## config.mk

```make
export PLATFORM = sky130hd
export DESIGN_NAME = param_lpf
export DESIGN_NICKNAME = d
export VERILOG_FILES = /design/src/rtl/param_lpf.sv
export SDC_FILE = /design/constraint.sdc
export NUM_CORES = 1
export LEC_CHECK = 0
export ABC_CLOCK_PERIOD_IN_PS = 7100
export CORE_MARGIN = 2
export CORE_UTILIZATION = 30
export CTS_BUF_LIST = sky130_fd_sc_hd__clkbuf_4
export DETAILED_ROUTE_END_ITERATION = 16
export MAX_ROUTING_LAYER = met4
export PLACE_DENSITY = 0.58
export SLEW_MARGIN = 15
export SYNTH_ARGS = -nofsm -noshare
export SYNTH_HDL_FRONTEND = slang
export SYNTH_SLANG_ARGS = --single-unit
```

## constraint.sdc

```tcl
create_clock -name clock -period 7.1 [get_ports clock]
set_input_delay 2.13 -clock clock [delete_from_list [all_inputs] [get_ports clock]]
set_output_delay 2.13 -clock clock [all_outputs]
set_load 0.1 [all_outputs]
```

## src/rtl/param_lpf.sv

```systemverilog
// Horizontal [1 2 1]/4 low-pass filter fed from a packed 2-pixel frame buffer.
// Optional test-pattern source enabled by defining LPF_TESTPAT_EN (adds input test_sel).
module param_lpf #(
  parameter int unsigned IMG_W = 640,
  parameter int unsigned IMG_H = 480,
  parameter int unsigned LOG_W = 10,
  parameter int unsigned LOG_H = 9,
  parameter int unsigned C0_W  = 8,
  parameter int unsigned C1_W  = 5,
  parameter int unsigned C2_W  = 5,
  localparam int unsigned PIX_W = C0_W + C1_W + C2_W,
  localparam int unsigned MEM_W = 2 * PIX_W
) (
  input  logic             clock,
  input  logic             reset,
`ifdef LPF_TESTPAT_EN
  input  logic             test_sel,
`endif
  input  logic             frame_flag,
  input  logic             smooth,
  input  logic             done_lpf,
  output logic             lpf_flag,
  output logic             lpf_wr,
  output logic [LOG_W-1:0] lpf_x,
  output logic [LOG_H-1:0] lpf_y,
  output logic [MEM_W-1:0] lpf_pixel_write,
  input  logic [MEM_W-1:0] lpf_pixel_read,
  input  logic             request,
  output logic [PIX_W-1:0] pixel,
  output logic [LOG_W-1:0] x_out,
  output logic [LOG_H-1:0] y_out,
  output logic             pixel_flag
);

  localparam logic [2:0] IDLE  = 3'd0;
  localparam logic [2:0] CHECK = 3'd1;
  localparam logic [2:0] FETCH = 3'd2;
  localparam logic [2:0] CALC  = 3'd3;
  localparam logic [2:0] OUT   = 3'd4;

  localparam int unsigned SW = PIX_W + 2;
  localparam logic [LOG_W-1:0] X_LAST = LOG_W'(IMG_W - 1);
  localparam logic [LOG_H-1:0] Y_LAST = LOG_H'(IMG_H - 1);

  logic [2:0]       state;
  logic [LOG_W-1:0] ox;
  logic [LOG_H-1:0] oy;
  logic [MEM_W-1:0] prev_word, cur_word;
  logic [LOG_W-2:0] cur_idx;
  logic [LOG_H-1:0] cur_y;
  logic             cur_valid;
  logic             smooth_q, tsel_q;
  logic             lpf_flag_q;
  logic [LOG_W-1:0] lpf_x_q;
  logic [LOG_H-1:0] lpf_y_q;
  logic [PIX_W-1:0] pixel_q;
  logic [LOG_W-1:0] x_q;
  logic [LOG_H-1:0] y_q;
  logic             pflag_q;
  logic             test_en;

`ifdef LPF_TESTPAT_EN
  assign test_en = test_sel;
`else
  assign test_en = 1'b0;
`endif

  // Window lookup: a pixel comes from cur_word if its word index matches, else prev_word.
  function automatic logic [PIX_W-1:0] win_pix(input logic [LOG_W-1:0] i,
                                               input logic [LOG_W-2:0] idx,
                                               input logic [MEM_W-1:0] cw,
                                               input logic [MEM_W-1:0] pw);
    logic [MEM_W-1:0] w;
    w = (i[LOG_W-1:1] == idx) ? cw : pw;
    return i[0] ? w[PIX_W-1:0] : w[MEM_W-1:PIX_W];
  endfunction

  function automatic logic [SW-1:0] tap(input logic [SW-1:0] l, input logic [SW-1:0] c,
                                        input logic [SW-1:0] r);
    return (l + (c << 1) + r + SW'(2)) >> 2;
  endfunction

  logic [LOG_W-1:0] n;
  logic [LOG_W-2:0] n_idx;
  logic             buffered;
  logic [PIX_W-1:0] l_pix, c_pix, r_pix, filt, pattern, pixel_d;
  logic [SW-1:0]    f0, f1, f2;

  always_comb begin
    n        = (ox == X_LAST) ? ox : ox + 1'b1;
    n_idx    = n[LOG_W-1:1];
    buffered = cur_valid && (cur_y == oy) && (cur_idx == n_idx);

    c_pix = win_pix(ox, cur_idx, cur_word, prev_word);
    l_pix = (ox == '0) ? c_pix : win_pix(ox - 1'b1, cur_idx, cur_word, prev_word);
    r_pix = (ox == X_LAST) ? c_pix : win_pix(ox + 1'b1, cur_idx, cur_word, prev_word);

    f0 = tap(SW'(l_pix[PIX_W-1 -: C0_W]), SW'(c_pix[PIX_W-1 -: C0_W]),
             SW'(r_pix[PIX_W-1 -: C0_W]));
    f1 = tap(SW'(l_pix[C1_W+C2_W-1 -: C1_W]), SW'(c_pix[C1_W+C2_W-1 -: C1_W]),
             SW'(r_pix[C1_W+C2_W-1 -: C1_W]));
    f2 = tap(SW'(l_pix[C2_W-1:0]), SW'(c_pix[C2_W-1:0]), SW'(r_pix[C2_W-1:0]));
    filt = {f0[C0_W-1:0], f1[C1_W-1:0], f2[C2_W-1:0]};

    pattern = {{C0_W{ox[3] & oy[3]}}, C1_W'(1) << (C1_W - 1), C2_W'(1) << (C2_W - 1)};

    if (tsel_q)        pixel_d = pattern;
    else if (smooth_q) pixel_d = filt;
    else               pixel_d = c_pix;
  end

  always_ff @(posedge clock) begin
    if (reset) begin
      state      <= IDLE;
      ox         <= '0;
      oy         <= '0;
      prev_word  <= '0;
      cur_word   <= '0;
      cur_idx    <= '0;
      cur_y      <= '0;
      cur_valid  <= 1'b0;
      smooth_q   <= 1'b0;
      tsel_q     <= 1'b0;
      lpf_flag_q <= 1'b0;
      lpf_x_q    <= '0;
      lpf_y_q    <= '0;
      pixel_q    <= '0;
      x_q        <= '0;
      y_q        <= '0;
      pflag_q    <= 1'b0;
    end else if (frame_flag) begin
      state      <= IDLE;
      ox         <= '0;
      oy         <= '0;
      cur_valid  <= 1'b0;
      lpf_flag_q <= 1'b0;
      pflag_q    <= 1'b0;
    end else begin
      pflag_q <= 1'b0;
      case (state)
        IDLE: begin
          if (request) begin
            smooth_q <= smooth;
            tsel_q   <= test_en;
            state    <= CHECK;
            // Raise the read request straight away so it is visible the cycle after request.
            if (!test_en && !buffered) begin
              lpf_flag_q <= 1'b1;
              lpf_x_q    <= {n_idx, 1'b0};
              lpf_y_q    <= oy;
            end
          end
        end
        CHECK: state <= lpf_flag_q ? FETCH : CALC;
        FETCH: begin
          if (done_lpf) begin
            lpf_flag_q <= 1'b0;
            prev_word  <= (ox == '0) ? '0 : cur_word;
            cur_word   <= lpf_pixel_read;
            cur_idx    <= n_idx;
            cur_y      <= oy;
            cur_valid  <= 1'b1;
            state      <= CALC;
          end
        end
        CALC: begin
          pixel_q <= pixel_d;
          x_q     <= ox;
          y_q     <= oy;
          pflag_q <= 1'b1;
          state   <= OUT;
        end
        OUT: begin
          if (ox == X_LAST) begin
            ox <= '0;
            oy <= (oy == Y_LAST) ? '0 : oy + 1'b1;
          end else begin
            ox <= ox + 1'b1;
          end
          state <= IDLE;
        end
        default: state <= IDLE;
      endcase
    end
  end

  assign lpf_flag        = lpf_flag_q;
  assign lpf_wr          = 1'b0;
  assign lpf_x           = lpf_x_q;
  assign lpf_y           = lpf_y_q;
  assign lpf_pixel_write = '0;
  assign pixel           = pixel_q;
  assign x_out           = x_q;
  assign y_out           = y_q;
  assign pixel_flag      = pflag_q & ~frame_flag;

endmodule

```

==> reports/results.ini <==
[status]
status = finished, final reports clean

[final_layout]
drive_gt1_frac = 0.104
area_of_the_multi_input_gates_sq_um = 6440
layout.nets = 1352
fillers = 3569
area_growth_pct = 13.8
seqCellArea_sq_um = 3420

[timing]
hold_viol = 0
drv_slew = 0
tightest_slew_ns = 1.09
final.setup.tns_ns = 0
fmax_mhz = 180
layout_min_cycle_time_ns = 5.54
period_share = 0.780
setup_slack_ns = 1.56
worst_clock_skew_ns = 0.0396
maxSlewHeadroom = 0.272
final-setup-viol-count = 0
rsz0062_at_grt = no

[global_routing]
antenna_violations_before_repair = 1
aggregate_global_routing_overflow = 0
grt_pass1_wl_microns = 46900
pin_count_of_the_biggest_net_entering_global_routing = 83
grt_usage = 0.168
vias_in_the_first_global_route = 8300

[drt]
drt-total-wl_microns = 29800
final_antenna_net_count = 0
post-route-drc-count = 0
drt_first_pass_iters = 5
drtIter0Drc = 577
wl_per_cell_microns = 17.1
viasPerCell = 5.08
via_count = 8836

[worst_setup_path]
setup.worst_path.start = ox[1]
critPathLaunchType = register
cp-end-kind = register
regToRegStartpoint = ox[1]
reg2reg_depth = 19
crit_path_max_fanout = 11
worst_r2r_endpoint = pixel[14]
cp-endpoint = pixel[14]
setup.reg_to_reg.worst_slack_ns = 1.56
critPathKind = reg -> reg
timing.critical_path.required_ns = 7.63
timing.critical_path.arrival_ns = 6.07

[synthesis]
synth_edf_count = 0
average_instance_area_after_synthesis_sq_um = 8.54
yosys_register_bits = 171
synth_seq_area_share = 0.323
synth_async_sr_flop_share = 0
synth_cell_type_count = 87
post_synthesis_cell_count = 1241
yosysWarningCount = 0
synthesis.area_sq_um = 10600
most_frequently_used_flop_master_after_synthesis = sky130_fd_sc_hd__dfxtp_1

[placement]
gp_congestion = 0.900
dp_worst_slack_ns = 1.64
dp.final_hpwl_microns = 20800
buffer_ports.inserted = 98

[clock_network]
cts.sinks = 171
cts-buffers-inserted = 17
clk_latency_ns = 0.63
cts.path.max_buffers = 2
tritoncts = done
clkTransAtPathRegs_ns = 0.17
post-cts-setup-buffer-count = 0
cts_hold_buf = 0
post_cts_resize_count = 0
clock_tree.htree_level_count = 4
cts_root_buffer_type = sky130_fd_sc_hd__clkbuf_4

[die]
initial_core_util = 0.306
placement_rows = 68
die_x_microns = 192
die_y_extent_microns = 192
design.die.area_sq_um = 36800
floorplan.core_area_sq_um = 34600
pin_count = 137

[power_and_ir_drop]
finalPower_mw = 1.83
peakVddDrop_uv = 79.9
p_leak_nw = 4.34
power.density_cell_area_nw_per_um2 = 152

[min_path]
hold-path-cell-count = 2
min_path_type = reg -> reg

[flow_run]
count_of_maximum_capacitance_violations = 0

==> cell usage in the layout (no fill, tap or decap), types with 9 or more instances in the layout <==
cell type / Yosys / final
sky130_fd_sc_hd__nand2_1: 217 / 216
sky130_fd_sc_hd__clkdlybuf4s50_1: 0 / 96
sky130_fd_sc_hd__xnor2_1: 19 / 19
sky130_fd_sc_hd__a21oi_1: 140 / 140
sky130_fd_sc_hd__nand3_1: 55 / 55
sky130_fd_sc_hd__xor2_1: 26 / 26
sky130_fd_sc_hd__buf_4: 41 / 15
sky130_fd_sc_hd__nor3_1: 23 / 23
sky130_fd_sc_hd__fa_1: 12 / 12
sky130_fd_sc_hd__ha_1: 27 / 27
sky130_fd_sc_hd__dfxtp_1: 171 / 170
sky130_fd_sc_hd__mux2i_1: 48 / 48
sky130_fd_sc_hd__conb_1: 1 / 38
sky130_fd_sc_hd__o21ai_0: 26 / 26
sky130_fd_sc_hd__or3_1: 14 / 14
sky130_fd_sc_hd__a211oi_1: 9 / 9
sky130_fd_sc_hd__inv_1: 53 / 53
sky130_fd_sc_hd__clkbuf_4: 0 / 17
sky130_fd_sc_hd__nor2_1: 81 / 81
sky130_fd_sc_hd__nor4_1: 11 / 9
sky130_fd_sc_hd__mux4_2: 50 / 50
==> synth_stat cells, types with 5 or more instances <==
library cell	instances	share of area
sky130_fd_sc_hd__a211oi_1	9	0.0064
sky130_fd_sc_hd__a21o_1	5	0.0035
sky130_fd_sc_hd__a21oi_1	140	0.066
sky130_fd_sc_hd__a31oi_1	5	0.0030
sky130_fd_sc_hd__buf_1	12	0.0042
sky130_fd_sc_hd__buf_2	9	0.0042
sky130_fd_sc_hd__buf_4	41	0.029
sky130_fd_sc_hd__clkbuf_1	72	0.026
sky130_fd_sc_hd__dfxtp_1	171	0.32
sky130_fd_sc_hd__fa_1	12	0.023
sky130_fd_sc_hd__ha_1	27	0.032
sky130_fd_sc_hd__inv_1	53	0.019
sky130_fd_sc_hd__mux2i_1	48	0.045
sky130_fd_sc_hd__mux4_2	50	0.11
sky130_fd_sc_hd__nand2_1	217	0.077
sky130_fd_sc_hd__nand2b_1	7	0.0041
sky130_fd_sc_hd__nand3_1	55	0.026
sky130_fd_sc_hd__nand4_1	5	0.0030
sky130_fd_sc_hd__nor2_1	81	0.029
sky130_fd_sc_hd__nor3_1	23	0.011
sky130_fd_sc_hd__nor4_1	11	0.0065
sky130_fd_sc_hd__o21ai_0	26	0.012
sky130_fd_sc_hd__o21ai_1	7	0.0033
sky130_fd_sc_hd__or3_1	14	0.0083
sky130_fd_sc_hd__xnor2_1	19	0.016
sky130_fd_sc_hd__xor2_1	26	0.021
==> where the power goes <==
group / internal, mW / switching [mW] / total, mW
clock: 0.238 / 0.428 / 0.665
sequential: 0.964 / 0.00482 / 0.969
combinational: 0.0436 / 0.153 / 0.196
==> area by class of cell <==
class                           count  area share
Inverter                           53      0.0165
Sequential cell                   171       0.284
Multi-Input combinational cell    917       0.534
Clock buffer                       17      0.0106
Tap cell                          455      0.0472
Clock inverter                     15      0.0187
Antenna cell                        1    0.000208
Timing Repair Buffer              111      0.0890
==> critical path: stages, from the launching register on <==
cell and delay, ns:
sky130_fd_sc_hd__dfxtp_1 0.56, sky130_fd_sc_hd__ha_1 0.46, sky130_fd_sc_hd__nand4_1 0.17, sky130_fd_sc_hd__or2_1 0.33
sky130_fd_sc_hd__a221oi_1 0.47, sky130_fd_sc_hd__o32ai_2 0.25, sky130_fd_sc_hd__nor2_2 0.53, sky130_fd_sc_hd__mux4_2 0.39
sky130_fd_sc_hd__mux2i_1 0.19, sky130_fd_sc_hd__fa_1 0.43, sky130_fd_sc_hd__inv_1 0.07, sky130_fd_sc_hd__ha_1 0.24
sky130_fd_sc_hd__o21ai_0 0.09, sky130_fd_sc_hd__nand2b_1 0.07, sky130_fd_sc_hd__o41a_1 0.12, sky130_fd_sc_hd__and3_4 0.21
sky130_fd_sc_hd__a41oi_4 0.31, sky130_fd_sc_hd__nand2b_1 0.14, sky130_fd_sc_hd__mux2i_1 0.15, sky130_fd_sc_hd__a2111oi_2 0.26
==> metal layers <==
layer | track usage | share of wire | vias up
li1 | - | - | 4304
met1 | 0.245 | 0.52 | 4232
met2 | 0.241 | 0.43 | 278
met3 | 0.0287 | 0.047 | 22
met4 | 0.0405 | 0.011 | 0
met5 | - | 0 | -
==> worst min-delay path by stage <==
stage	startpoint	endpoint	slack, ns
final	y_out[7]	y_out[7]	0.47
after global routing	x_out[4]	x_out[4]	0.49
after CTS	x_out[3]	x_out[3]	0.47
after detailed placement	x_out[3]	x_out[3]	0.45
after global placement	pixel[17]	pixel[17]	0.44
after floorplan	cur_valid	cur_valid	0.44
==> registers in the layout, indices dropped and copies added, names as in the netlist <==
register	count
ox	10
prev_word	36
cur_idx	9
lpf_y	9
pflag_q	1
pixel	18
lpf_x	9
smooth_q	1
cur_word	36
oy	9
cur_valid	1
lpf_flag	1
x_out	10
state	3
y_out	9
cur_y	9
==> logic make-up after synthesis <==
logic type	share of synthesized area
buffers and inverters	0.0850
DFF	0.323
xor gates and xnor gates	0.0429
adders and majority gates	0.0545
and+or+nand+nor	0.197
muxes	0.159
AOI/OAI and AO/OA	0.138
other	0.000354
==> metrics by stage <==
step                hold WS [ns]  utilization  cells  cell area, sq um
floorplan                  0.440            -   1278             10700
global placement           0.441        0.338   1707             11700
detailed placement         0.447        0.338   1707             11700
CTS                        0.468        0.348   1739             12000
global route               0.489        0.348   1740             12100
finish                     0.466        0.348   1740             12100
Note: power is estimated with default switching activity, not from simulation.
